**config.mk**
```make
export PLATFORM = sky130hd
export DESIGN_NAME = div_ctrl
export DESIGN_NICKNAME = d
export VERILOG_FILES = /design/src/rtl/div_ctrl_pkg.sv /design/src/rtl/div_special_case.sv /design/src/rtl/div_ctrl.sv
export SDC_FILE = /design/constraint.sdc
export NUM_CORES = 1
export LEC_CHECK = 0
export BUFFER_PORTS_ARGS = -buffer_cell sky130_fd_sc_hd__buf_2
export CORE_MARGIN = 2
export CORE_UTILIZATION = 50
export CTS_CLUSTER_SIZE = 12
export DETAILED_ROUTE_END_ITERATION = 6
export GPL_TIMING_DRIVEN = 0
export PLACE_DENSITY = 0.74
export RECOVER_POWER = 100
export REMOVE_ABC_BUFFERS = 1
export SKIP_CTS_REPAIR_TIMING = 1
export SLEW_MARGIN = 0
export SYNTH_ARGS = -nofsm -noshare
export SYNTH_HDL_FRONTEND = slang
export SYNTH_SLANG_ARGS = --single-unit
```
**constraint.sdc**
```tcl
create_clock -name clk -period 5.7 [get_ports clk]
set_clock_uncertainty 0.1 [all_clocks]
set_input_delay 0.57 -clock clk [delete_from_list [all_inputs] [get_ports clk]]
set_output_delay 0.57 -clock clk [all_outputs]
set_load 0.005 [all_outputs]
```
**src/rtl/div_ctrl_pkg.sv**
```systemverilog
// div_ctrl_pkg: shared definitions for the divider issue/retire controller.
//   - Divider op codes and their width.
//   - RV32M funct3 -> divider op mapping.
//   - Special-case operand/result constants.
//   - Controller FSM state type.
package div_ctrl_pkg;

  localparam int DIV_OP_WIDTH = 2;

  localparam logic [DIV_OP_WIDTH-1:0] DIV_OP_DIV  = 2'd0;
  localparam logic [DIV_OP_WIDTH-1:0] DIV_OP_DIVU = 2'd1;
  localparam logic [DIV_OP_WIDTH-1:0] DIV_OP_REM  = 2'd2;
  localparam logic [DIV_OP_WIDTH-1:0] DIV_OP_REMU = 2'd3;

  // Most negative signed value and all-ones pattern used by the RISC-V
  // divide-by-zero and signed-overflow rules.
  localparam logic [31:0] DIV_INT_MIN  = 32'h8000_0000;
  localparam logic [31:0] DIV_ALL_ONES = 32'hFFFF_FFFF;

  typedef enum logic [1:0] {
    ST_IDLE  = 2'd0,
    ST_WAIT  = 2'd1,
    ST_DRAIN = 2'd2
  } state_t;

  // funct3 100/101/110/111 -> DIV/DIVU/REM/REMU.
  function automatic logic [DIV_OP_WIDTH-1:0] funct3_to_div_op(input logic [2:0] funct3);
    logic [DIV_OP_WIDTH-1:0] op;
    case (funct3[1:0])
      2'b00:   op = DIV_OP_DIV;
      2'b01:   op = DIV_OP_DIVU;
      2'b10:   op = DIV_OP_REM;
      default: op = DIV_OP_REMU;
    endcase
    return op;
  endfunction

endpackage

```
**src/rtl/div_special_case.sv**
```systemverilog
// div_special_case: combinational detector for the RISC-V division corner
// cases that need no iterative divider.
//   funct3 in  3   RV32M funct3 (bit 2 must be set for a divide op)
//   rs1    in  32  dividend
//   rs2    in  32  divisor
//   hit    out 1   operands form a divide-by-zero or signed-overflow case
//   rslt   out 32  architectural result for that case
module div_special_case
  import div_ctrl_pkg::*;
(
  input  logic [2:0]  funct3,
  input  logic [31:0] rs1,
  input  logic [31:0] rs2,
  output logic        hit,
  output logic [31:0] rslt
);

  logic is_signed;
  logic is_rem;
  logic div_zero;
  logic overflow;

  assign is_signed = !funct3[0];
  assign is_rem    = funct3[1];
  assign div_zero  = (rs2 == 32'd0);
  assign overflow  = is_signed && (rs1 == DIV_INT_MIN) && (rs2 == DIV_ALL_ONES);

  // NOTE: every output of a combinational block gets a default first, so no
  // path through the block can leave it unassigned and infer a latch.
  always_comb begin
    hit  = 1'b0;
    rslt = '0;
    if (funct3[2]) begin
      // Divide-by-zero takes priority over overflow.
      if (div_zero) begin
        hit  = 1'b1;
        rslt = is_rem ? rs1 : DIV_ALL_ONES;
      end else if (overflow) begin
        hit  = 1'b1;
        rslt = is_rem ? 32'd0 : DIV_INT_MIN;
      end
    end
  end

endmodule

```
**src/rtl/div_ctrl.sv**
```systemverilog
// div_ctrl: issue/retire controller between the execute stage and an
// iterative divider. Resolves corner cases and repeated ops locally,
// otherwise runs the divider valid/ready handshake.
//   clk, reset          clock, synchronous active-high reset
//   op_valid/op_funct3  core request and RV32M funct3
//   op_rs1/op_rs2       dividend / divisor
//   kill                flush of the current request
//   busy                controller not idle
//   rslt/rslt_valid     result and its one-cycle pulse
//   div_divident/div_divisor/div_op/div_valid  request to the divider
//   div_ready/div_rslt  divider completion pulse and result
module div_ctrl
  import div_ctrl_pkg::*;
#(
  parameter bit BYPASS_EN = 1'b1,
  parameter bit CACHE_EN  = 1'b1
) (
  input  logic                    clk,
  input  logic                    reset,
  input  logic                    op_valid,
  input  logic [2:0]              op_funct3,
  input  logic [31:0]             op_rs1,
  input  logic [31:0]             op_rs2,
  input  logic                    kill,
  output logic                    busy,
  output logic [31:0]             rslt,
  output logic                    rslt_valid,
  output logic [31:0]             div_divident,
  output logic [31:0]             div_divisor,
  output logic [DIV_OP_WIDTH-1:0] div_op,
  output logic                    div_valid,
  input  logic                    div_ready,
  input  logic [31:0]             div_rslt
);

  state_t      state;
  logic [2:0]  req_funct3;

  logic        accept;
  logic        sc_hit;
  logic [31:0] sc_rslt;
  logic        bypass_hit;
  logic        cache_hit;
  logic        cache_wr;

  logic        cache_valid;
  logic [2:0]  cache_funct3;
  logic [31:0] cache_rs1;
  logic [31:0] cache_rs2;
  logic [31:0] cache_rslt;

  div_special_case u_special_case (
    .funct3 (op_funct3),
    .rs1    (op_rs1),
    .rs2    (op_rs2),
    .hit    (sc_hit),
    .rslt   (sc_rslt)
  );

  // funct3[2] == 0 is not a divide op and is silently dropped.
  assign accept     = op_valid && !busy && !kill && op_funct3[2];
  assign bypass_hit = BYPASS_EN && sc_hit;
  assign cache_hit  = CACHE_EN && cache_valid && (cache_funct3 == op_funct3) &&
                      (cache_rs1 == op_rs1) && (cache_rs2 == op_rs2);
  // Every divider completion refreshes the cache, even a killed one.
  assign cache_wr   = CACHE_EN && div_ready && (state != ST_IDLE);

  // NOTE: sequential state uses non-blocking assignments so every register
  // samples the pre-edge values regardless of statement order.
  always_ff @(posedge clk) begin
    if (reset) begin
      state        <= ST_IDLE;
      busy         <= 1'b0;
      rslt         <= '0;
      rslt_valid   <= 1'b0;
      div_valid    <= 1'b0;
      div_divident <= '0;
      div_divisor  <= '0;
      div_op       <= '0;
      req_funct3   <= '0;
      cache_valid  <= 1'b0;
    end else begin
      rslt_valid <= 1'b0;
      if (cache_wr) cache_valid <= 1'b1;

      case (state)
        ST_IDLE: begin
          if (accept) begin
            if (bypass_hit) begin
              rslt       <= sc_rslt;
              rslt_valid <= 1'b1;
            end else if (cache_hit) begin
              rslt       <= cache_rslt;
              rslt_valid <= 1'b1;
            end else begin
              div_divident <= op_rs1;
              div_divisor  <= op_rs2;
              div_op       <= funct3_to_div_op(op_funct3);
              req_funct3   <= op_funct3;
              div_valid    <= 1'b1;
              busy         <= 1'b1;
              state        <= ST_WAIT;
            end
          end
        end

        ST_WAIT: begin
          if (div_ready) begin
            // Dropping valid on the ready edge keeps the divider from seeing
            // a second request for the same operands.
            div_valid <= 1'b0;
            busy      <= 1'b0;
            state     <= ST_IDLE;
            if (!kill) begin
              rslt       <= div_rslt;
              rslt_valid <= 1'b1;
            end
          end else if (kill) begin
            // The divider cannot be aborted; keep valid up and let it finish.
            state <= ST_DRAIN;
          end
        end

        ST_DRAIN: begin
          if (div_ready) begin
            div_valid <= 1'b0;
            busy      <= 1'b0;
            state     <= ST_IDLE;
          end
        end

        default: begin
          div_valid <= 1'b0;
          busy      <= 1'b0;
          state     <= ST_IDLE;
        end
      endcase
    end
  end

  // NOTE: only the valid bit needs a reset; the key/result registers are
  // never observed while the entry is invalid, so they carry no reset.
  always_ff @(posedge clk) begin
    if (!reset && cache_wr) begin
      cache_funct3 <= req_funct3;
      cache_rs1    <= div_divident;
      cache_rs2    <= div_divisor;
      cache_rslt   <= div_rslt;
    end
  end

endmodule

```
## Yosys cells after proc, flatten, opt, wreduce, memory -nomap -nowiden

Index checks and enable logic that the tools add are counted.

| operators by class | value |
|---|---|
| mux-type cells | 33 |
| reduce and logical (&&, ||, !) cells | 24 |
| equal/unequal tests | 18 |
| bitwise logic cells | 2 |

Operators with widths:

| cell | count |
|---|---|
| $mux 32 | 10 |
| $eq 32x32->1 | 2 |
| $eq 32x32->1 const B | 2 |
| $pmux 32 s2 | 1 |
| $logic_not 32->1 | 1 |
| $mux 1 | 12 |
| $mux 2 | 6 |
| $ne 2x2->1 const B | 6 |
| $pmux 2 s3 | 2 |
| $logic_and 1x1->1 | 10 |
| $reduce_and 5->1 | 2 |
| $reduce_and 4->1 | 2 |
| $ne 3x3->1 const B | 2 |
| $eq 2x1->1 const B | 2 |
| $eq 2x2->1 const B | 2 |
| $logic_not 1->1 | 4 |
| $logic_not 2->1 | 2 |
| $pmux 1 s2 | 2 |
| $reduce_bool 2->1 | 2 |
| $eq 3x3->1 | 1 |
| $ne 2x1->1 const B | 1 |
| $not 1->1 | 2 |
| $reduce_or 2->1 | 1 |

| word-level totals | value |
|---|---|
| bits in registers | 205 |
| input port bits | 104 |

## Depth between registers and ports, before layout

Gate-level depths: netlist of run 1.

| depth | value |
|---|---|
| word-level depth | 9 |
| mapped depth | 10 |
| depth with buffers taken out | 8 |

## Cells and area by module

Synthesis of run 1 repeated with hierarchy kept, for this count alone.

| second synthesis, totals | value |
|---|---|
| cells, all modules | 909 |
| area, all modules | 9,486.6 sq um |

Modules (own cells, without submodules):

| module | area an instance (sq um) | instances | cells an instance |
|---|---|---|---|
| div_ctrl | 8,942.3 | 1 | 805 |
| div_special_case | 544.3 | 1 | 104 |

## Least setup slack after synthesis of run 1

OpenSTA, ideal clock, no wires.

| timing path | value |
|---|---|
| path type | reg-to-reg |
| from | register state[1] |
| to | register cache_funct3[0] (enable) |
| stages on the path, launching flop included | 7 |
| library setup time | 0.470 ns |
| path slack | 1.618 ns |
| arrival time | 3.511 ns |
| period minus slack after synthesis | 4.082 ns |
| data required time | 5.130 ns |
| buffers on the path | 2 |
| path through | dfxtp_1 inv_1 ha_1 clkbuf_1 inv_1 clkbuf_1 and3_1 |

| between the ends | value |
|---|---|
| longest elaborated chain between the ends | 3 |

Ends and longest elaborated chain:

| what | line | RTL |
|---|---|---|
| start, declared | div_ctrl.sv:36 | `state_t state;` |
| start signal, assigned | div_ctrl.sv:72 | `state <= ST_IDLE;` |
| start signal, assigned | div_ctrl.sv:102 | `state <= ST_WAIT;` |
| start signal, assigned | div_ctrl.sv:113 | `state <= ST_IDLE;` |
| $reduce_bool 2->1 | div_ctrl.sv:66 | `assign cache_wr = CACHE_EN && div_ready && (state != ST_IDLE);` |
| $logic_and 1x1->1 | div_ctrl.sv:66 |  |
| $logic_and 1x1->1 | div_ctrl.sv:144 | `if (!reset && cache_wr) begin` |
| end signal, assigned | div_ctrl.sv:145 | `cache_funct3 <= req_funct3;` |
| end, declared | div_ctrl.sv:47 | `logic [2:0] cache_funct3;` |

No other way between the ends.
A chain may end at the register's enable or synchronous reset.

## Final worst setup path of run 1

| timing path | value |
|---|---|
| from | register cache_rs1[10] |
| to | register req_funct3[2] |

| between the ends | value |
|---|---|
| longest elaborated chain between the ends | 5 |

Ends and longest elaborated chain:

| what | line | RTL |
|---|---|---|
| start, declared | div_ctrl.sv:48 | `logic [31:0] cache_rs1;` |
| start signal, assigned | div_ctrl.sv:146 | `cache_rs1 <= div_divident;` |
| $eq 32x32->1 | div_ctrl.sv:64 | `(cache_rs1 == op_rs1) && (cache_rs2 == op_rs2);` |
| $logic_and 1x1->1 | div_ctrl.sv:63 | `assign cache_hit = CACHE_EN && cache_valid && (cache_funct3 == op_funct3) &&` |
| $logic_and 1x1->1 | div_ctrl.sv:64 |  |
| $not 1->1 (no line) | n/a |  |
| $reduce_and 4->1 (no line) | n/a |  |
| end signal, assigned | div_ctrl.sv:99 | `req_funct3 <= op_funct3;` |
| end, declared | div_ctrl.sv:37 | `logic [2:0] req_funct3;` |

No other way between the ends.

==> results of run 1 <==
==> power breakdown <==
| group | leakage [µW] | switching (µW) | internal, µW |
|---|---|---|---|
| Sequential | 0.00169 | 20.2 | 1570 |
| Combinational | 0.00230 | 211 | 114 |
| Clock | 0.000332 | 588 | 783 |
| Total | 0.00433 | 819 | 2470 |
==> worst min path at each step <==
stage / startpoint / end / slack, ns / depth (start not counted)
CTS: div_rslt[30] / cache_rslt[30] / 0.13 / 1
finish: div_rslt[30] / cache_rslt[30] / 0.14 / 1
floorplan: req_funct3[0] / cache_funct3[0] / 0.31 / 0
detailed placement: req_funct3[1] / cache_funct3[1] / 0.32 / 0
global placement: req_funct3[1] / cache_funct3[1] / 0.32 / 0
global route: div_rslt[30] / cache_rslt[30] / 0.14 / 1
==> cells in the final DEF, fill, tap and decap left out, drive strengths merged, types with 32 or more instances in the layout <==
cell and n:
mux2i 34, buf 159, nand2b 63, nand2 46, o21ai 35, inv 41, nor4 35, nand4 103
a21oi 96, edfxtp 99, xnor2 32, dfxtp 106, o31ai 64, clkbuf 96
==> logic make-up (layout without fill, tap and decap cells) <==
logic type / after synthesis / in the layout / synth area share
buffers and inverters: 125 / 300 / 0.0594
XOR/XNOR: 53 / 53 / 0.0461
multiplexers: 34 / 34 / 0.0338
flip-flops: 205 / 205 / 0.506
AO/OA/AOI/OAI: 245 / 245 / 0.170
adder cells (fa/ha/maj): 3 / 3 / 0.00373
other: 0 / 1 / 0
AND/OR/NAND/NOR: 302 / 302 / 0.181
==> stage by stage <==
| stage | setup slack, ns | setup TNS (ns) |
|---|---|---|
| final | 1.45 | 0 |
| after global routing | 1.22 | 0 |
| after CTS | 2.25 | 0 |
| after detailed placement | 1.76 | 0 |
| after global placement | -4.32 | -560.83 |
| after floorplan | -0.317 | -14.63 |
==> per-layer routing <==
layer / vias up / routed length [µm] / part of all wire
met1: 4263 / 13200 / 0.41
li1: 4008 / - / -
met4: 0 / 1110 / 0.034
met2: 439 / 15200 / 0.47
met3: 84 / 2610 / 0.081
met5: - / 0 / 0
==> registers in the layout, indices dropped and copies added (netlist names) <==
register      count
div_valid         1
div_op            2
state             2
cache_rslt       32
div_divident     32
cache_funct3      3
cache_rs2        32
cache_rs1        32
rslt             32
cache_valid       1
req_funct3        3
div_divisor      32
rslt_valid        1
==> layout make-up <==
| type | count | area, µm² |
|---|---|---|
| clock buffer | 36 | 654 |
| tap | 265 | 332 |
| timing repair buffer | 219 | 1220 |
| inverter | 41 | 154 |
| multi-input combinational | 637 | 4410 |
| antenna | 1 | 2.50 |
| sequential | 205 | 5090 |
| fill | 1723 | 7700 |
| clock inverter | 4 | 20.0 |
==> summary.md, run 1 <==
| Metric | Value |
|---|---|
| Launching point of the worst reg2reg path | cache_rs1[10] |
| Transition time at the pin with the least slew margin | ~2.4 ns |
| Htree depth | 1 |
| Minimum clock period after layout | 4.25 ns |
| Via count | 8794 |
| Timing endpoint of the critical path | req_funct3[2] |
| Synth cell count leaders | 106 x sky130_fd_sc_hd__dfxtp_1, 103 x sky130_fd_sc_hd__nand4_1, 99 x sky130_fd_sc_hd__edfxtp_1 |
| Final std cell area, no fill | 11900 µm² |
| Wire length of the first global-routing pass | 50.2 mm |
| Number of buffers added by the clock tree synthesis step | 22 |
| GRT met2 Usage | 0.479 |
| Kind of capture point of the worst setup path | register |
| Clock input transition at the sequential cells of the worst setup and hold paths | about 0.06 ns |
| First-pass DRT Iterations | 5 |
| TritonCTS clock tree | yes |
| Total number of yosys warnings | 0 |
| I/O pin cnt | about 210 |
| Buf+Inv Stages, Crit Path | 1 |
| Vias per inst | roughly 6.2 |
| Count leader, synth | sky130_fd_sc_hd__dfxtp_1 |
| Cells after synthesis | slightly below 1k |
| Final standard cell utilization of the core | 0.607 |
| Core ar. | about 20000 µm² |
| Root buffer cell | sky130_fd_sc_hd__clkbuf_16 |
| Class of the most critical hold timing path | input port to register |
| Global-route met1 utilization | 0.399 |
| Worst path max stage delay | between 1.5 and 2 ns |
| Residual overflow from global routing | 0 |
| DP Wirelength | between 20 and 25 mm |
| Relative slew slack | -0.589 |
| Final cell count without fillers | roughly 1.4k |
| DRC violation count after routing | 0 |
| Leakage Power | roughly 0.0043 µW |
| Die outline width | 146 µm |
| Number of routed nets with antenna violations | 0 |
| Area of placed instances | around 11000 µm² |
| Slowest cell on the critical path | sky130_fd_sc_hd__o211ai_1 |
| Global-route usage over all layers | 0.295 |
| Most frequently used flop master after synthesis | sky130_fd_sc_hd__dfxtp_1 |
| Power density over cell area | roughly 280 nW/µm² |
| DRT iter0 DRCs | between 800 and 900 |
| Depth of the most critical reg-to-reg path | 8 |
| Most crowded layer after global routing | met2 |
| Number of cells after detailed placement | 1367 |
| P&R area growth vs syn | 18.2% |
| Path length in cells of the critical path | 8 |
| Overall power consumption | between 3000 and 4000 µW |
| Worst reg2reg setup slack | approximately 1.4 ns |
| Synthesized area | between 10000 and 15000 µm² |
| Total die area | ~21000 µm² |
| Clock Sinks | about 200 |
| Sequential share of the synthesized area | 0.506 |
| Top cells by area, synth | sky130_fd_sc_hd__edfxtp_1 30%, sky130_fd_sc_hd__dfxtp_1 21%, sky130_fd_sc_hd__nand4_1 6.4%, sky130_fd_sc_hd__o31ai_1 4.8%, sky130_fd_sc_hd__nand2b_1 3.9% |
| Pin count of the biggest net entering global routing | 74 |
| Max Clock Freq | about 240 MHz |
| Max Root-Sink Buffers | 3 |
| Cell family with the largest share of critical-path delay | compound AO/OA/AOI/OAI gates |
| Synthesized area divided by synthesized cell count | ~10 µm² |
| Initial Utilization | 0.514 |
| Netlist cell types | 56 |
| Count of input and output buffers | approximately 200 |
| Setup-failing EPs final | 0 |
| Antenna violations before repair | 2 |
| Fraction of layout instances using a drive strength above 1 | 0.196 |
| Worst hold-check slack | roughly 0.14 ns |
| Worst Path Required | ~6.0 ns |
| Startpoint kind of the worst setup timing path | register |
| Result of the run | complete, but fails checks |
| Post-route clock period utilization | 0.746 |
| Critical Path Start | cache_rs1[10] |
| Number of core rows | 51 |
| Data arrival time of the worst path | 4.55 ns |
| Worst-path maximum fanout | 27 |
| Failing checks | capacitance limit, slew limit |
| Hold Fails Final Rpt | 0 |
| Share of synthesized flip-flops with an asynchronous set or reset | 0 |
| R2r endpoint | req_funct3[2] |
| Count of nets after finishing | around 1.2k |
| Die boundary height | 146 µm |
| Area share of the largest cell type after synthesis | 0.295 |
| Routed length per instance | between 20 and 25 µm |
| Number of synthesized register bits | a little over 200 |
| CP cell instances | xor2_1 > or4_1 > nor4_1 > nand3_1 > o211ai_1 > buf_12 > nor3_1 > o21a_1 |
| RSZ-0062 raised after global routing | false |
| Worst VDD drop | roughly 0.21 mV |
| Placer Congestion | about 0.90 |
| Setup CP Type | register to register |
| Clk_lat worst skew | about 0.51 ns |
| Number of global-route vias before repair | roughly 9k |
| Met3 Track Usage GR | 0.0502 |
| Total wirelength of the detailed-routed design | around 32 mm |
| Max capacitance violation total | 2 |
| Pins over their slew limit | 86 |
| Post-synth EDFFs | between 90 and 100 |
| Library cell occupying the most area in the post-synthesis netlist | sky130_fd_sc_hd__edfxtp_1 |
Note: power is estimated with default switching activity, not from simulation.
==> run 2, diff against run 1 <==
clock period = 4.4 ns   (was 5.7 ns; I/O delays follow)
==> summary.md, run 2 (synthesis gave the netlist of run 1 again) <==
| Metric | Value |
|---|---|
| Result of the run | complete, but fails checks (unchanged) |
| Failing checks | capacitance limit, slew limit (unchanged) |
| Startpoint kind of the worst setup timing path | register (unchanged) |
| I/O pin cnt | 205 (unchanged) |
| Kind of capture point of the worst setup path | register (unchanged) |
| Number of buffers added by the clock tree synthesis step | 22 (unchanged) |
| DRC violation count after routing | 0 (unchanged) |
| Number of global-route vias before repair | 8799 (unchanged) |
| Max Root-Sink Buffers | 3 (unchanged) |
| Worst hold-check slack | 0.0154 ns (was 0.144 ns) |
| Overall power consumption | 4250 µW (was 3290 µW) |
| Pin count of the biggest net entering global routing | 74 (unchanged) |
| Minimum clock period after layout | 3.78 ns (was 4.25 ns) |
| Clock input transition at the sequential cells of the worst setup and hold paths | 0.06 ns (about the same) |
| Number of core rows | 51 (unchanged) |
| Routed length per instance | 22.9 µm (about the same) |
| Setup CP Type | register to register (unchanged) |
| Fill cell total of the finished layout | 1721 (was 1723) |
| Pins over their slew limit | 67 (was 86) |
| Wire length of the first global-routing pass | 50.2 mm (unchanged) |
| Final cell count without fillers | 1408 (unchanged) |
| Root buffer cell | sky130_fd_sc_hd__clkbuf_16 (unchanged) |
| Global-route usage over all layers | 0.295 (unchanged) |
| Placer Congestion | 0.899 (unchanged) |
| Die boundary height | 146 µm (unchanged) |
| Clock Sinks | 205 (unchanged) |
| Residual overflow from global routing | 0 (unchanged) |
| Count of input and output buffers | 204 (unchanged) |
| Total die area | 21300 µm² (unchanged) |
| Highest-count cells in the layout ignoring fill and taps | 144 x sky130_fd_sc_hd__buf_2, 106 x sky130_fd_sc_hd__dfxtp_1, 103 x sky130_fd_sc_hd__nand4_1, 99 x sky130_fd_sc_hd__edfxtp_1, 76 x sky130_fd_sc_hd__a21oi_1 (unchanged) |
| Post-route clock period utilization | 0.859 (was 0.746) |
| Most frequent standard cell in the layout excluding fill and tap cells | sky130_fd_sc_hd__buf_2 (unchanged) |
| Htree depth | 1 (unchanged) |
| Final standard cell utilization of the core | 0.608 (was 0.607) |
| TritonCTS clock tree | yes (unchanged) |
| Power density over cell area | 357 nW/µm² (was 277 nW/µm²) |
| Antenna violations before repair | 2 (unchanged) |
| RSZ-0062 raised after global routing | false (unchanged) |
| Core ar. | 19600 µm² (unchanged) |
| DRT iter0 DRCs | 912 (was 884) |
| P&R area growth vs syn | 18.3% (was 18.2%) |
| Count of nets after finishing | 1233 (unchanged) |
| Worst path setup slack after routing | 0.619 ns (was 1.45 ns) |
| Post-place setup slack | 0.592 ns (was 1.76 ns) |
| Die outline width | 146 µm (unchanged) |
| Hold Fails Final Rpt | 0 (unchanged) |
| Relative slew slack | -0.0788 (was -0.589) |
| Data arrival time of the worst path | 4.07 ns (was 4.55 ns) |
| Class of the most critical hold timing path | input port to register (unchanged) |
| Worst Path Required | 4.69 ns (was 6.00 ns) |
| Clk_lat worst skew | 0.51 ns (about the same) |
| Transition time at the pin with the least slew margin | 1.62 ns (was 2.38 ns) |
| Leakage Power | 0.00434 µW (was 0.00433 µW) |
| Initial Utilization | 0.514 (unchanged) |
| Fraction of layout instances using a drive strength above 1 | 0.200 (was 0.196) |
| Max Clock Freq | 264 MHz (was 235 MHz) |
| Worst VDD drop | 0.267 mV (was 0.206 mV) |
| First-pass DRT Iterations | 5 (unchanged) |
| Number of routed nets with antenna violations | 0 (unchanged) |
| Worst-path maximum fanout | 72 (was 27) |
| Number of cells after detailed placement | 1367 (unchanged) |
| Total wirelength of the detailed-routed design | 32.3 mm (was 32.2 mm) |
| Via count | 8891 (was 8794) |
| DP Wirelength | 21.8 mm (unchanged) |
| Setup-failing EPs final | 0 (unchanged) |
| Vias per inst | 6.31 (was 6.25) |
| Max capacitance violation total | 1 (was 2) |
[run 2: cell counts in the layout (fill, tap and decap cells not counted)]
No cell type changed its count.
[run 2: metal layers]
| layer | GRT usage | up-vias | wire [µm] |
|---|---|---|---|
| met5 | 0 | - | 0 |
| met4 | 0.105 | 0 | 1130 |
| met3 | 0.0502 | 80 | 2710 |
| met2 | 0.479 | 468 | 15300 |
| met1 | 0.399 | 4333 | 13100 |
| li1 | - | 4010 | - |
[run 2: worst paths after layout]
path | start | slack [ns] | cells past startpoint | to
min | div_rslt[30] | 0.02 | 1 | cache_rslt[30]
min reg2reg | req_funct3[1] | 0.34 | 0 | cache_funct3[1]
max reg2reg | state[0] | 0.62 | 9 | rslt[4]
max | state[0] | 0.62 | 9 | rslt[4]
[run 2: critical path: stages (launching register included)]
cell	delay [ns]
sky130_fd_sc_hd__dfxtp_1	0.33
sky130_fd_sc_hd__inv_1	0.12
sky130_fd_sc_hd__ha_4	0.75
sky130_fd_sc_hd__inv_2	0.55
sky130_fd_sc_hd__buf_12	0.33
sky130_fd_sc_hd__o21ai_0	0.34
sky130_fd_sc_hd__o211ai_4	0.11
sky130_fd_sc_hd__clkbuf_2	0.47
sky130_fd_sc_hd__buf_16	0.34
sky130_fd_sc_hd__mux2i_1	0.13
[run 2: cell type report]
cell class	instances	area [µm²]	area share
flip-flops and latches	205	5090	0.428
multi-input cells	637	4420	0.371
repair buffers	219	1230	0.103
clock buffers	36	654	0.0550
well taps	265	332	0.0279
inverters	41	154	0.0129
clock inverters	4	20.0	0.00168
diodes	1	2.50	0.000210
[run 2: where the power goes]
group          switching, µW  internal, µW  total [µW]
Sequential              26.1          2040        2060
Combinational            274           148         422
Clock                    756          1010        1770
[run 2: through the flow]
stage | cell area (µm²) | setup TNS [ns]
final | 11900 | 0
after floorplan | 9620 | -203.71
after detailed placement | 11300 | 0
after global routing | 11900 | 0
after global placement | 11000 | -816.62
after CTS | 12000 | 0
==> run 3, diff against run 2 <==
--- a/config.mk
+++ b/config.mk
@@ -7,3 +7,3 @@
 export LEC_CHECK = 0
-export BUFFER_PORTS_ARGS = -buffer_cell sky130_fd_sc_hd__buf_2
+export BUFFER_PORTS_ARGS = -buffer_cell sky130_fd_sc_hd__clkbuf_2
 export CORE_MARGIN = 2
--- a/constraint.sdc
+++ b/constraint.sdc
@@ -4,2 +4,2 @@
 set_output_delay 0.44 -clock clk [all_outputs]
-set_load 0.005 [all_outputs]
+set_load 0.05 [all_outputs]
==> summary.md, run 3 (synthesis gave the netlist of run 1 again) <==
| Metric | Value |
|---|---|
| Root buffer cell | sky130_fd_sc_hd__clkbuf_16 (unchanged) |
| Setup TNS | 0 ns (unchanged) |
| RSZ-0062 raised after global routing | false (unchanged) |
| Crit path top cell by count | sky130_fd_sc_hd__inv_1 |
| Fill cell total of the finished layout | 1685 (was 1721) |
| Htree depth | 1 (unchanged) |
| Critical Path Start | state[1] (was state[0]) |
| Max capacitance violation total | 1 (unchanged) |
| Final standard cell utilization of the core | 0.609 (was 0.608) |
| Clock input transition at the sequential cells of the worst setup and hold paths | 0.06 ns (about the same) |
| DRC violation count after routing | 0 (unchanged) |
| Number of global-route vias before repair | 8794 (was 8799) |
| Total wirelength of the detailed-routed design | 32.4 mm (was 32.3 mm) |
| Startpoint kind of the worst setup timing path | register (unchanged) |
| Wire length of the first global-routing pass | 50.3 mm (was 50.2 mm) |
| CP cell instances | inv_1 > ha_4 > inv_1 > buf_12 > and3_4 > buf_16 (was inv_1 > ha_4 > inv_2 > buf_12 > o21ai_0 > o211ai_4 > clkbuf_2 > buf_16 > mux2i_1) |
| Number of core rows | 51 (unchanged) |
| Placer Congestion | 0.909 (was 0.899) |
| Worst path setup slack after routing | 0.610 ns (was 0.619 ns) |
| Worst reg2reg setup slack | 0.61 ns (was 0.62 ns) |
| Count of input and output buffers | 204 (unchanged) |
| Class of the most critical hold timing path | input port to register (unchanged) |
| P&R area growth vs syn | 18.6% (was 18.3%) |
| Die boundary height | 146 µm (unchanged) |
| Final antenna diode count | 0 (was 1) |
| Hold Fails Final Rpt | 0 (unchanged) |
| Worst Path Required | 4.48 ns (was 4.69 ns) |
| Number of routed nets with antenna violations | 0 (unchanged) |
| Leakage Power | 0.00414 µW (was 0.00434 µW) |
| Clk_lat worst skew | 0.52 ns (was 0.51 ns) |
| Cell family with the largest share of critical-path delay | buffers and inverters (unchanged) |
| Global-route usage over all layers | 0.297 (was 0.295) |
| Setup CP Type | register to register (unchanged) |
| Setup-failing EPs final | 0 (unchanged) |
| Highest-count cells in the layout ignoring fill and taps | 133 x sky130_fd_sc_hd__clkbuf_1, 106 x sky130_fd_sc_hd__dfxtp_1, 103 x sky130_fd_sc_hd__nand4_1, 99 x sky130_fd_sc_hd__edfxtp_1 (was 144 x sky130_fd_sc_hd__buf_2, 106 x sky130_fd_sc_hd__dfxtp_1, 103 x sky130_fd_sc_hd__nand4_1, 99 x sky130_fd_sc_hd__edfxtp_1, 76 x sky130_fd_sc_hd__a21oi_1) |
| Core ar. | 19600 µm² (unchanged) |
| Pins over their slew limit | 67 (unchanged) |
| Kind of capture point of the worst setup path | register (unchanged) |
| Failing checks | capacitance limit, slew limit (unchanged) |
| Count of nets after finishing | 1234 (was 1233) |
| Post-place setup slack | 0.254 ns (was 0.592 ns) |
| Relative slew slack | -0.0663 (was -0.0788) |
| R2r endpoint | cache_rs1[14] (was rslt[4]) |
| DRT iter0 DRCs | 818 (was 912) |
| Max Clock Freq | 264 MHz (about the same) |
| Antenna violations before repair | 0 (was 2) |
| Buf+Inv Stages, Crit Path | 4 (was 5) |
| First-pass DRT Iterations | 6 (was 5) |
| DP Wirelength | 21.7 mm (was 21.8 mm) |
| Total die area | 21300 µm² (unchanged) |
| Worst-path maximum fanout | 72 (unchanged) |
| Fraction of layout instances using a drive strength above 1 | 0.143 (was 0.200) |
| TritonCTS clock tree | yes (unchanged) |
| Initial Utilization | 0.514 (unchanged) |
| I/O pin cnt | 205 (unchanged) |
| Data arrival time of the worst path | 3.87 ns (was 4.07 ns) |
| Max Root-Sink Buffers | 3 (unchanged) |
| Number of buffers added by the clock tree synthesis step | 23 (was 22) |
| Pin count of the biggest net entering global routing | 73 (was 74) |
| Power density over cell area | 381 nW/µm² (was 357 nW/µm²) |
| Residual overflow from global routing | 0 (unchanged) |
| Minimum clock period after layout | 3.79 ns (was 3.78 ns) |
| Die outline width | 146 µm (unchanged) |
| Depth of the most critical reg-to-reg path | 6 (was 9) |
| Clock Sinks | 205 (unchanged) |
| Worst path max stage delay | 0.97 ns (was 0.75 ns) |
| Launching point of the worst reg2reg path | state[1] (was state[0]) |
| Startpoint of the lowest-slack hold path | div_rslt[30] (unchanged) |
| Transition time at the pin with the least slew margin | 1.60 ns (was 1.62 ns) |
| Via count | 8990 (was 8891) |
| Vias per inst | 6.38 (was 6.31) |
| Worst VDD drop | 0.252 mV (was 0.267 mV) |
| Worst Hold Path Cells | 1 (unchanged) |
| Routed length per instance | 23.0 µm (was 22.9 µm) |
| Destination of the worst hold path | cache_rslt[30] (unchanged) |
| Result of the run | complete, but fails checks (unchanged) |
| Slowest cell on the critical path | sky130_fd_sc_hd__inv_1 (was sky130_fd_sc_hd__ha_4) |
| Post-route clock period utilization | 0.861 (was 0.859) |
| Most frequent standard cell in the layout excluding fill and tap cells | sky130_fd_sc_hd__clkbuf_1 (was sky130_fd_sc_hd__buf_2) |
| Worst hold-check slack | 0.0165 ns (was 0.0154 ns) |
run 3: changes by cell type in the layout (fill, tap and decap cells not counted), sizes merged:
cell and delta:
clkbuf +144, clkinv -1, bufinv +2, buf -144
diode -1, inv +1
run 3: routing by layer:
metal | share of wire | vias to the layer above | GRT usage
met5 | 0 | - | 0
met4 | 0.039 | 0 | 0.127
met3 | 0.092 | 88 | 0.0605
met2 | 0.46 | 493 | 0.464
met1 | 0.41 | 4380 | 0.401
li1 | - | 4029 | -
run 3: area by class of cell:
| cell class | count | area (µm²) | share of cell area |
|---|---|---|---|
| tap | 265 | 332 | 0.0278 |
| sequential | 205 | 5090 | 0.427 |
| clock buffer | 36 | 694 | 0.0582 |
| inverter | 41 | 154 | 0.0129 |
| clock inverter | 6 | 83.8 | 0.00703 |
| timing repair buffer | 219 | 1150 | 0.0967 |
| multi-input combinational | 637 | 4420 | 0.370 |
run 3: worst max path at each step:
stage	end	slack, ns	cells after the start
final	cache_rs1[14]	0.61	6
after global routing	cache_rs1[10]	0.42	6
after CTS	cache_valid	0.79	5
after detailed placement	cache_valid	0.25	5
after global placement	div_divisor[1]	-5.51	4
after floorplan	div_divident[26]	-1.82	3
run 3: power by group:
part	leakage (µW)	internal (µW)	switching (µW)	total, µW
clock	0.000385	1200	783	1980
sequential	0.00169	2040	26.4	2060
combinational	0.00206	143	359	501
total	0.00414	3380	1170	4550
run 3: worst reg2reg max path, stage by stage, from the launching register on:
cell and delay, ns:
sky130_fd_sc_hd__dfxtp_1 0.38, sky130_fd_sc_hd__inv_1 0.11, sky130_fd_sc_hd__ha_4 0.44, sky130_fd_sc_hd__inv_1 0.98, sky130_fd_sc_hd__buf_12 0.31, sky130_fd_sc_hd__and3_4 0.76, sky130_fd_sc_hd__buf_16 0.34
run 3: metrics by stage:
stage / cell area, µm² / cells / power (µW)
2_1_floorplan: 9620 / 883 / 2360
3_3_place_gp: 11000 / 1352 / 2580
3_5_place_dp: 11300 / 1367 / 2600
4_1_cts: 12100 / 1409 / 4560
5_1_grt: 11900 / 1409 / 4670
6_report: 11900 / 1409 / 4550
